File: src/rtl/cascade_display_if.sv
// cascade_display_if: counter-side inputs and display-side outputs of the cascade display stage
interface cascade_display_if;
    logic [3:0] q_in;
    logic       qcc_in;
    logic       mode_in;
    logic       ld_in;
    logic [3:0] hi_ld;
    logic [3:0] hi;
    logic       ovf;
    logic [6:0] seg;
    logic [1:0] an;
    modport master (output q_in, qcc_in, mode_in, ld_in, hi_ld, input hi, ovf, seg, an);
    modport slave (input q_in, qcc_in, mode_in, ld_in, hi_ld, output hi, ovf, seg, an);
endinterface

File: src/rtl/cascade_display.sv
// cascade_display: cascaded high hex digit plus 2-digit multiplexed 7-segment driver; LEADING_ZERO_BLANK_EN darkens a zero high digit
module cascade_display #(
    parameter int SCAN_DIV = 50000
) (
    input logic         clk,
    input logic         clr,
    cascade_display_if.slave bus
);
    localparam int CW = (SCAN_DIV > 2) ? $clog2(SCAN_DIV) : 1;
    logic [2:0]    qcc_q, qcc_d;
    logic [1:0]    mode_q, mode_d, ld_q, ld_d;
    logic [3:0]    hi_q, hi_d;
    logic          ovf_q, ovf_d;
    logic [CW-1:0] cnt_q, cnt_d;
    logic          sel_q, sel_d;
    logic [6:0]    seg_q, seg_d;
    logic [1:0]    an_q, an_d;
    logic          fall, wrap;

    function automatic logic [6:0] hex7(input logic [3:0] v);
        case (v)
            4'h0: hex7 = 7'h40;
            4'h1: hex7 = 7'h79;
            4'h2: hex7 = 7'h24;
            4'h3: hex7 = 7'h30;
            4'h4: hex7 = 7'h19;
            4'h5: hex7 = 7'h12;
            4'h6: hex7 = 7'h02;
            4'h7: hex7 = 7'h78;
            4'h8: hex7 = 7'h00;
            4'h9: hex7 = 7'h10;
            4'hA: hex7 = 7'h08;
            4'hB: hex7 = 7'h03;
            4'hC: hex7 = 7'h46;
            4'hD: hex7 = 7'h21;
            4'hE: hex7 = 7'h06;
            default: hex7 = 7'h0E;
        endcase
    endfunction

    // synchronisers: bit 0 is the first stage; qcc gets a third stage for edge detection
    always_comb begin
        qcc_d  = {qcc_q[1:0], bus.qcc_in};
        mode_d = {mode_q[0], bus.mode_in};
        ld_d   = {ld_q[0], bus.ld_in};
        fall   = qcc_q[2] & ~qcc_q[1];
    end

    // high digit: load beats count, a fall event steps in the synced direction
    always_comb begin
        hi_d  = hi_q;
        ovf_d = 1'b0;
        if (!ld_q[1]) begin
            hi_d = bus.hi_ld;
        end else if (fall) begin
            hi_d  = mode_q[1] ? hi_q + 4'd1 : hi_q - 4'd1;
            ovf_d = mode_q[1] ? (hi_q == 4'hF) : (hi_q == 4'h0);
        end
    end

    // scan timer and registered digit drive from the current slot
    always_comb begin
        wrap  = cnt_q == CW'(SCAN_DIV - 1);
        cnt_d = wrap ? '0 : cnt_q + 1'b1;
        sel_d = sel_q ^ wrap;
        an_d  = sel_q ? 2'b01 : 2'b10;
        seg_d = hex7(sel_q ? hi_q : bus.q_in);
`ifdef LEADING_ZERO_BLANK_EN
        if (sel_q && hi_q == 4'h0) begin
            an_d  = 2'b11;
            seg_d = 7'h7F;
        end
`endif
    end

    // all state; sync flops reset to the idle (high) level so release makes no false edge
    always_ff @(posedge clk or negedge clr) begin
        if (!clr) begin
            qcc_q  <= 3'b111;
            mode_q <= 2'b11;
            ld_q   <= 2'b11;
            hi_q   <= 4'h0;
            ovf_q  <= 1'b0;
            cnt_q  <= '0;
            sel_q  <= 1'b0;
            seg_q  <= 7'h7F;
            an_q   <= 2'b11;
        end else begin
            qcc_q  <= qcc_d;
            mode_q <= mode_d;
            ld_q   <= ld_d;
            hi_q   <= hi_d;
            ovf_q  <= ovf_d;
            cnt_q  <= cnt_d;
            sel_q  <= sel_d;
            seg_q  <= seg_d;
            an_q   <= an_d;
        end
    end

    assign bus.hi  = hi_q;
    assign bus.ovf = ovf_q;
    assign bus.seg = seg_q;
    assign bus.an  = an_q;
endmodule
File: src/flat_wrapper.sv
// flat-port wrapper written by rule: the top's interface ports become plain ports
module cascade_display_flat 
#(
    parameter int SCAN_DIV = 50000
)
  (clk, clr, bus_q_in, bus_qcc_in, bus_mode_in, bus_ld_in, bus_hi_ld, bus_hi, bus_ovf, bus_seg, bus_an);
  cascade_display_if bus_i ();
  input logic clk;
  input logic clr;
  input wire logic [$bits(bus_i.q_in)-1:0] bus_q_in;
  input wire logic [$bits(bus_i.qcc_in)-1:0] bus_qcc_in;
  input wire logic [$bits(bus_i.mode_in)-1:0] bus_mode_in;
  input wire logic [$bits(bus_i.ld_in)-1:0] bus_ld_in;
  input wire logic [$bits(bus_i.hi_ld)-1:0] bus_hi_ld;
  output wire logic [$bits(bus_i.hi)-1:0] bus_hi;
  output wire logic [$bits(bus_i.ovf)-1:0] bus_ovf;
  output wire logic [$bits(bus_i.seg)-1:0] bus_seg;
  output wire logic [$bits(bus_i.an)-1:0] bus_an;
  assign bus_i.q_in = bus_q_in;
  assign bus_i.qcc_in = bus_qcc_in;
  assign bus_i.mode_in = bus_mode_in;
  assign bus_i.ld_in = bus_ld_in;
  assign bus_i.hi_ld = bus_hi_ld;
  assign bus_hi = bus_i.hi;
  assign bus_ovf = bus_i.ovf;
  assign bus_seg = bus_i.seg;
  assign bus_an = bus_i.an;
  cascade_display #(.SCAN_DIV(SCAN_DIV)) u_core (.clk(clk), .clr(clr), .bus(bus_i));
endmodule
File: config.mk
export PLATFORM = sky130hd
export DESIGN_NAME = cascade_display_flat
export DESIGN_NICKNAME = d
export VERILOG_FILES = /design/src/rtl/cascade_display_if.sv /design/src/rtl/cascade_display.sv /design/src/flat_wrapper.sv
export SDC_FILE = /design/constraint.sdc
export NUM_CORES = 1
export LEC_CHECK = 0
export BUFFER_PORTS_ARGS = -buffer_cell sky130_fd_sc_hd__buf_2
export CORE_MARGIN = 2
export CORE_UTILIZATION = 53
export CTS_BUF_LIST = sky130_fd_sc_hd__clkbuf_8
export DETAILED_ROUTE_END_ITERATION = 16
export PLACE_DENSITY = 0.88
export SLEW_MARGIN = 20
export SYNTH_ARGS = -nofsm -noshare
export SYNTH_HDL_FRONTEND = slang
export SYNTH_SLANG_ARGS = --single-unit
File: constraint.sdc
create_clock -name clk -period 2 [get_ports clk]
set_input_delay 0.1 -clock clk [delete_from_list [all_inputs] [get_ports clk]]
set_output_delay 0.1 -clock clk [all_outputs]
set_load 0.05 [all_outputs]
Yosys cells after proc, flatten, opt, wreduce, memory -nomap -nowiden --
Memory sizes are Yosys's and may differ from the RTL's. A register that Yosys moved wholly into a read port is not among the register bits. Cells that the tools add are included. Widths: inputs -> output; s select.
Storage, ports and cells: flip-flop bits (word level) 31, bits in latches 0, memory bits (writable) 0, bits in read-only memories 112, input bits 13, memories 1
Memory list:
- (no name shown) | words 16, width 7, rd ports 1, clocked after Yosys merged registers in 1, wr ports 0, line cascade_display.sv:21 | case (v)
Cells by class: add/sub/neg operators 3, multiply operators 0, divide/modulo/power cells 0, $lt $le $gt $ge 0, equal/unequal tests 3, shift operators 0, mux-type cells 9, bitwise gates (word level) 3, reductions and logical operators 2
Operators by type and width (count):
- $add 16x1->16 const B | 1
- $eq 16x16->1 const B | 1
- $mux 16 | 1
- $mux 4 | 4
- $add 4x1->4 const B | 1
- $eq 4x4->1 const B | 1
- $logic_not 4->1 | 1
- $sub 4x1->4 const B | 1
- $mux 1 | 3
- $mux 2 | 1
- $ne 2x2->1 const B | 1
- $and 1x1->1 | 1
- $logic_not 1->1 | 1
- $not 1->1 | 1
- $xor 1x1->1 | 1

Longest topological paths before layout --
depth after elaboration 4, gate-level depth with buffers 7, mapped depth without buffers 6

Worst setup path before layout --
Ideal clock, no wire load.
kind register -> register, start point register u_core.hi_q[0] (netlist: u_core.bus.hi[0]), end point register u_core.seg_q[3] (netlist: u_core.bus.seg[3]), setup time 94 ps, arrival time 1846 ps, data required time 1906 ps, path slack 61 ps, cell stages (with the launch flop) 5, path buffers 0, period minus slack after synthesis 1939 ps, cell sequence dfrtp_1 -> mux2i_1 -> inv_1 -> ha_1 -> mux4_2
Between the ends: word-level cells in the longest chain between the ends 1
Ends and longest elaborated chain:
- from (decl) | line cascade_display.sv:12 | logic [3:0] hi_q, hi_d;
- from (signal assigned) | line cascade_display.sv:92 | hi_q <= hi_d;
- $mux 4 | line cascade_display.sv:67 | seg_d = hex7(sel_q ? hi_q : bus.q_in);
- to (decl) | line cascade_display.sv:16 | logic [6:0] seg_q, seg_d;
No other way between the ends. A chain may end at the register's enable or synchronous reset.

Worst setup path in the final report --
start point register u_core.mode_q[1], end point register u_core.hi_q[3] (netlist: u_core.bus.hi[3])
Between the ends: word-level cells in the longest chain between the ends 3
Ends and longest elaborated chain:
- from (decl) | line cascade_display.sv:11 | logic [1:0] mode_q, mode_d, ld_q, ld_d;
- from (signal assigned) | line cascade_display.sv:90 | mode_q <= mode_d;
- $mux 4 | line cascade_display.sv:56 | hi_d = mode_q[1] ? hi_q + 4'd1 : hi_q - 4'd1;
- $mux 4 | line cascade_display.sv:55 | end else if (fall) begin
- $mux 4 | line cascade_display.sv:53 | if (!ld_q[1]) begin
No other way between the ends. The select of a mux whose other input is x is not followed.

==> results.py <==
metrics = {
    "run_status": {
        "outcome": "finished, final reports clean",
    },
    "hold_path": {
        "whs_path_depth": 2,
        "worstHoldPathType": "in -> reg",
        "min_from": "bus_hi_ld[2]",
        "min_to": "u_core.bus.hi[2]$_DFFE_PN0P_",
    },
    "routing": {
        "via_per_inst": 5.516,
        "vias": 1368,
        "met3_length_um": 158,
        "wl_met1_um": 1574,
        "dr_wl_met2_um": 1671,
        "top_layer_used": "met4",
        "drtAntennaViolNets": 0,
        "wl_per_cell_um": 14.19,
        "dr.first_iter.drc_count": 89,
        "drc": 0,
        "routed_wl_um": 3518,
        "firstDrtPassIters": 4,
    },
    "clock_network": {
        "clkLatencyLatePin_ns": 0.29,
        "clk_path_buf_depth": 2,
        "cts_tree": "built",
        "cts_sinks": 38,
        "cts_buffers": 5,
        "cts_setup_buffers": 0,
        "cts-resized-gates": 0,
        "clk_pin_slew_ns": 0.07,
        "htree_levels": 2,
        "holdBufCountCts": 4,
        "root_buffer": "clkbuf_8",
    },
    "power_and_ir_drop": {
        "switchingPower_w": 0.0004631,
        "powerDensity_nw_per_um2": 782.4,
        "power_frac_seq_pct": 49.2,
        "clockPowerShare_pct": 35.6,
        "power.leakage_nw": 1.004,
        "power_frac_comb_pct": 15.3,
        "p_int_w": 0.001266,
        "swShare_pct": 26.79,
        "irDropWorstVdd_mv": 0.3225,
    },
    "timing": {
        "tightestPinTransition_ns": 0.7900,
        "fmax_mhz": 536.2,
        "post-route-worst-setup-slack_ns": 0.1349,
        "finalSetupViolations": 0,
        "finalCritPeriodShare_pct": 93.25,
        "tns_ns": 0,
        "final_hold_viol_count": 0,
        "skew_ns": 0.005678,
        "whs_ns": 0.05118,
        "period_minus_slack_ns": 1.865,
        "rsz0062_at_grt": "false",
        "drv_slew": 0,
        "timing.slew.headroom_pct": 47.33,
    },
    "critical_path": {
        "r2r_slack_ns": 0.13,
        "cp_max_fo": 6,
        "end_kind": "flip-flop",
        "r2r-end": "u_core.bus.hi[3]$_DFFE_PN0P_",
        "worstSetupPathType": "reg -> reg",
        "crit_required_ns": 2.23,
        "cp.arrival_ns": 2.09,
        "crit_chain": "inv_1 -> ha_1 -> nand3_1 -> a2111oi_0 -> a41oi_1 -> nand3_1",
        "cp_num_buf_inv": 1,
        "critical-path-top-delay-family": "flip-flops",
        "crit_top_cell": "nand3_1",
        "r2r_cells": 6,
        "cp_slowest_stage_delay_ns": 0.57,
        "cp-start-kind": "flip-flop",
        "critPathSlowestCell": "dfstp_2",
        "reg2reg_from": "u_core.mode_q[1]$_DFF_PN1_",
    },
    "global_routing": {
        "grt_pass1_vias": 1377,
        "grt_overflow": 0,
        "grt_antenna_before_repair": 0,
        "grt_pass1_wl_um": 6272,
        "grt_max_degree": 39,
        "grt_util_all_layers_pct": 20.39,
    },
    "synthesis": {
        "synth_ff_type": "dfrtp_1",
        "synth_common_cells": "dfrtp_1 (22), dfstp_2 (16), nor2_1 (15), nand3_1 (10), ha_1 (9)",
        "synth_top_area_share_pct": 29.77,
        "synth_compound_area_share_pct": 7.578,
        "yosys.area_share.simple_pct": 18.06,
        "yosys.area.top_type": "dfrtp_1",
        "ys_ff_latch": 38,
        "synth_area_leaders": "dfrtp_1 (30%), dfstp_2 (23%), ha_1 (6.1%)",
        "synthesis.nets": 186,
        "synth_edf_count": 0,
        "synth.area.mux_share_pct": 5.616,
        "syn_area_sq_um": 1849,
        "synth_top_family_by_area": "simple AND/OR/NAND/NOR gates",
        "yosysMostFrequentCell": "dfrtp_1",
        "netlist-cell-type-count": 42,
        "yosysWarningCount": 0,
        "synth-xor-area-share_pct": 6.631,
        "async_flop_share_pct": 100.0,
        "synth.yosys.seq_area_share_pct": 52.50,
        "synthAdderAreaFrac_pct": 7.172,
        "avgSynthCellArea_sq_um": 11.35,
        "syn_inst": 163,
    },
    "final_layout": {
        "ff_latch_area_sq_um": 970.9,
        "final_nets": 224,
        "final_layout_size_suffix_gt1_share_pct": 29.70,
        "fill_cells": 256,
        "multi_input_area_sq_um": 833.3,
        "finish.utilization_pct": 66.22,
        "antenna_cells": 0,
        "area_delta_synth_final_pct": 19.49,
    },
    "floorplan": {
        "num_rows": 21,
        "fp.dieW_um": 63.07,
        "io_pins": 27,
        "core_sq_um": 3337,
        "start_util_pct": 55.42,
        "die-area_sq_um": 3978,
        "die_y_um": 63.07,
    },
    "place": {
        "gp_congestion": 0.8810,
        "port-buffer-count": 26,
        "place_ws_ns": 0.2058,
        "dp_hpwl_um": 2500,
    },
    "job": {
        "cap_violations": 0,
    },
}
-- metrics by stage --
step,total power [W],instances,cell area (sq um)
3_5_place_dp,0.001122,236,2063
3_3_place_gp,0.001112,236,2063
2_1_floorplan,0.001039,163,1849
5_1_grt,0.001812,248,2210
4_1_cts,0.001746,248,2210
6_report,0.001729,248,2210
-- metal layers --
metal	vias to the layer above	global-route usage, %
met5	-	0
met4	0	9.444
met3	11	5.536
met2	42	32.98
met1	663	25.51
li1	652	-
-- cell families (layout without fill, tap and decap cells) --
logic type,Yosys count,in the layout
simple gates,57,57
flops,38,38
compound gates,23,23
xor+xnor,14,14
buf+inv,12,51
fa+ha+maj,10,10
mux,9,9
-- area by class of cell --
class | count | area share [%]
repair buffers | 36 | 9.740
clock buffers | 5 | 3.114
well taps | 46 | 2.605
clock inverters | 3 | 1.699
multi-input cells | 113 | 37.71
flip-flops and latches | 38 | 43.94
inverters | 7 | 1.189
-- registers in the layout, indices dropped and copies added (netlist names) --
register        flops
u_core.ld_q         2
u_core.bus.hi       4
u_core.mode_q       2
u_core.bus.an       2
u_core.qcc_q        3
u_core.bus.seg      7
u_core.cnt_q       16
u_core.sel_q        1
u_core.bus.ovf      1
-- how the worst max path moves through the flow --
| stage | from | endpoint | slack, ns | cells past startpoint |
|---|---|---|---|---|
| final | u_core.mode_q[1]$_DFF_PN1_ | u_core.bus.hi[3]$_DFFE_PN0P_ | 0.13 | 6 |
| after global routing | u_core.mode_q[1]$_DFF_PN1_ | u_core.bus.hi[3]$_DFFE_PN0P_ | 0.02 | 6 |
| after CTS | u_core.mode_q[1]$_DFF_PN1_ | u_core.bus.hi[3]$_DFFE_PN0P_ | 0.16 | 6 |
| after detailed placement | u_core.mode_q[1]$_DFF_PN1_ | u_core.bus.hi[3]$_DFFE_PN0P_ | 0.21 | 6 |
| after global placement | u_core.cnt_q[10]$_DFF_PN0_ | u_core.cnt_q[14]$_DFF_PN0_ | 0.27 | 5 |
| after floorplan | u_core.bus.hi[0]$_DFFE_PN0P_ | u_core.bus.seg[3]$_DFF_PN1_ | 0.06 | 4 |
-- cell usage in the layout, fill, tap and decap left out, types with 2 or more instances in the layout --
cell           Yosys  routed
clkbuf_8           0       5
mux2i_1            7       7
nand4_1            5       5
ha_1               9       9
inv_1              7       9
or4_1              2       2
xnor2_1            8       8
o22ai_1            2       2
nand2b_1           3       3
nor2_1            15      15
nor2b_1            3       3
nand2_1            5       5
nand3_1           10      10
a31oi_1            2       2
o21ai_0            5       5
xor2_1             6       6
nor4_1             2       2
dfrtp_1           22      22
a21oi_1            7       7
dfstp_2           16      16
buf_2              0      26
buf_4              0       6
dlygate4sd3_1      0       4
-- power groups by stage --
stage / registers, W / logic (W) / clock network, W
2_1_floorplan: 0.000945 / 0.0000934 / 0
3_3_place_gp: 0.000861 / 0.000251 / 0
3_5_place_dp: 0.000864 / 0.000258 / 0
4_1_cts: 0.000850 / 0.000266 / 0.000630
5_1_grt: 0.000856 / 0.000286 / 0.000669
6_report: 0.000850 / 0.000264 / 0.000615
Power figures use the tool's default switching activity.
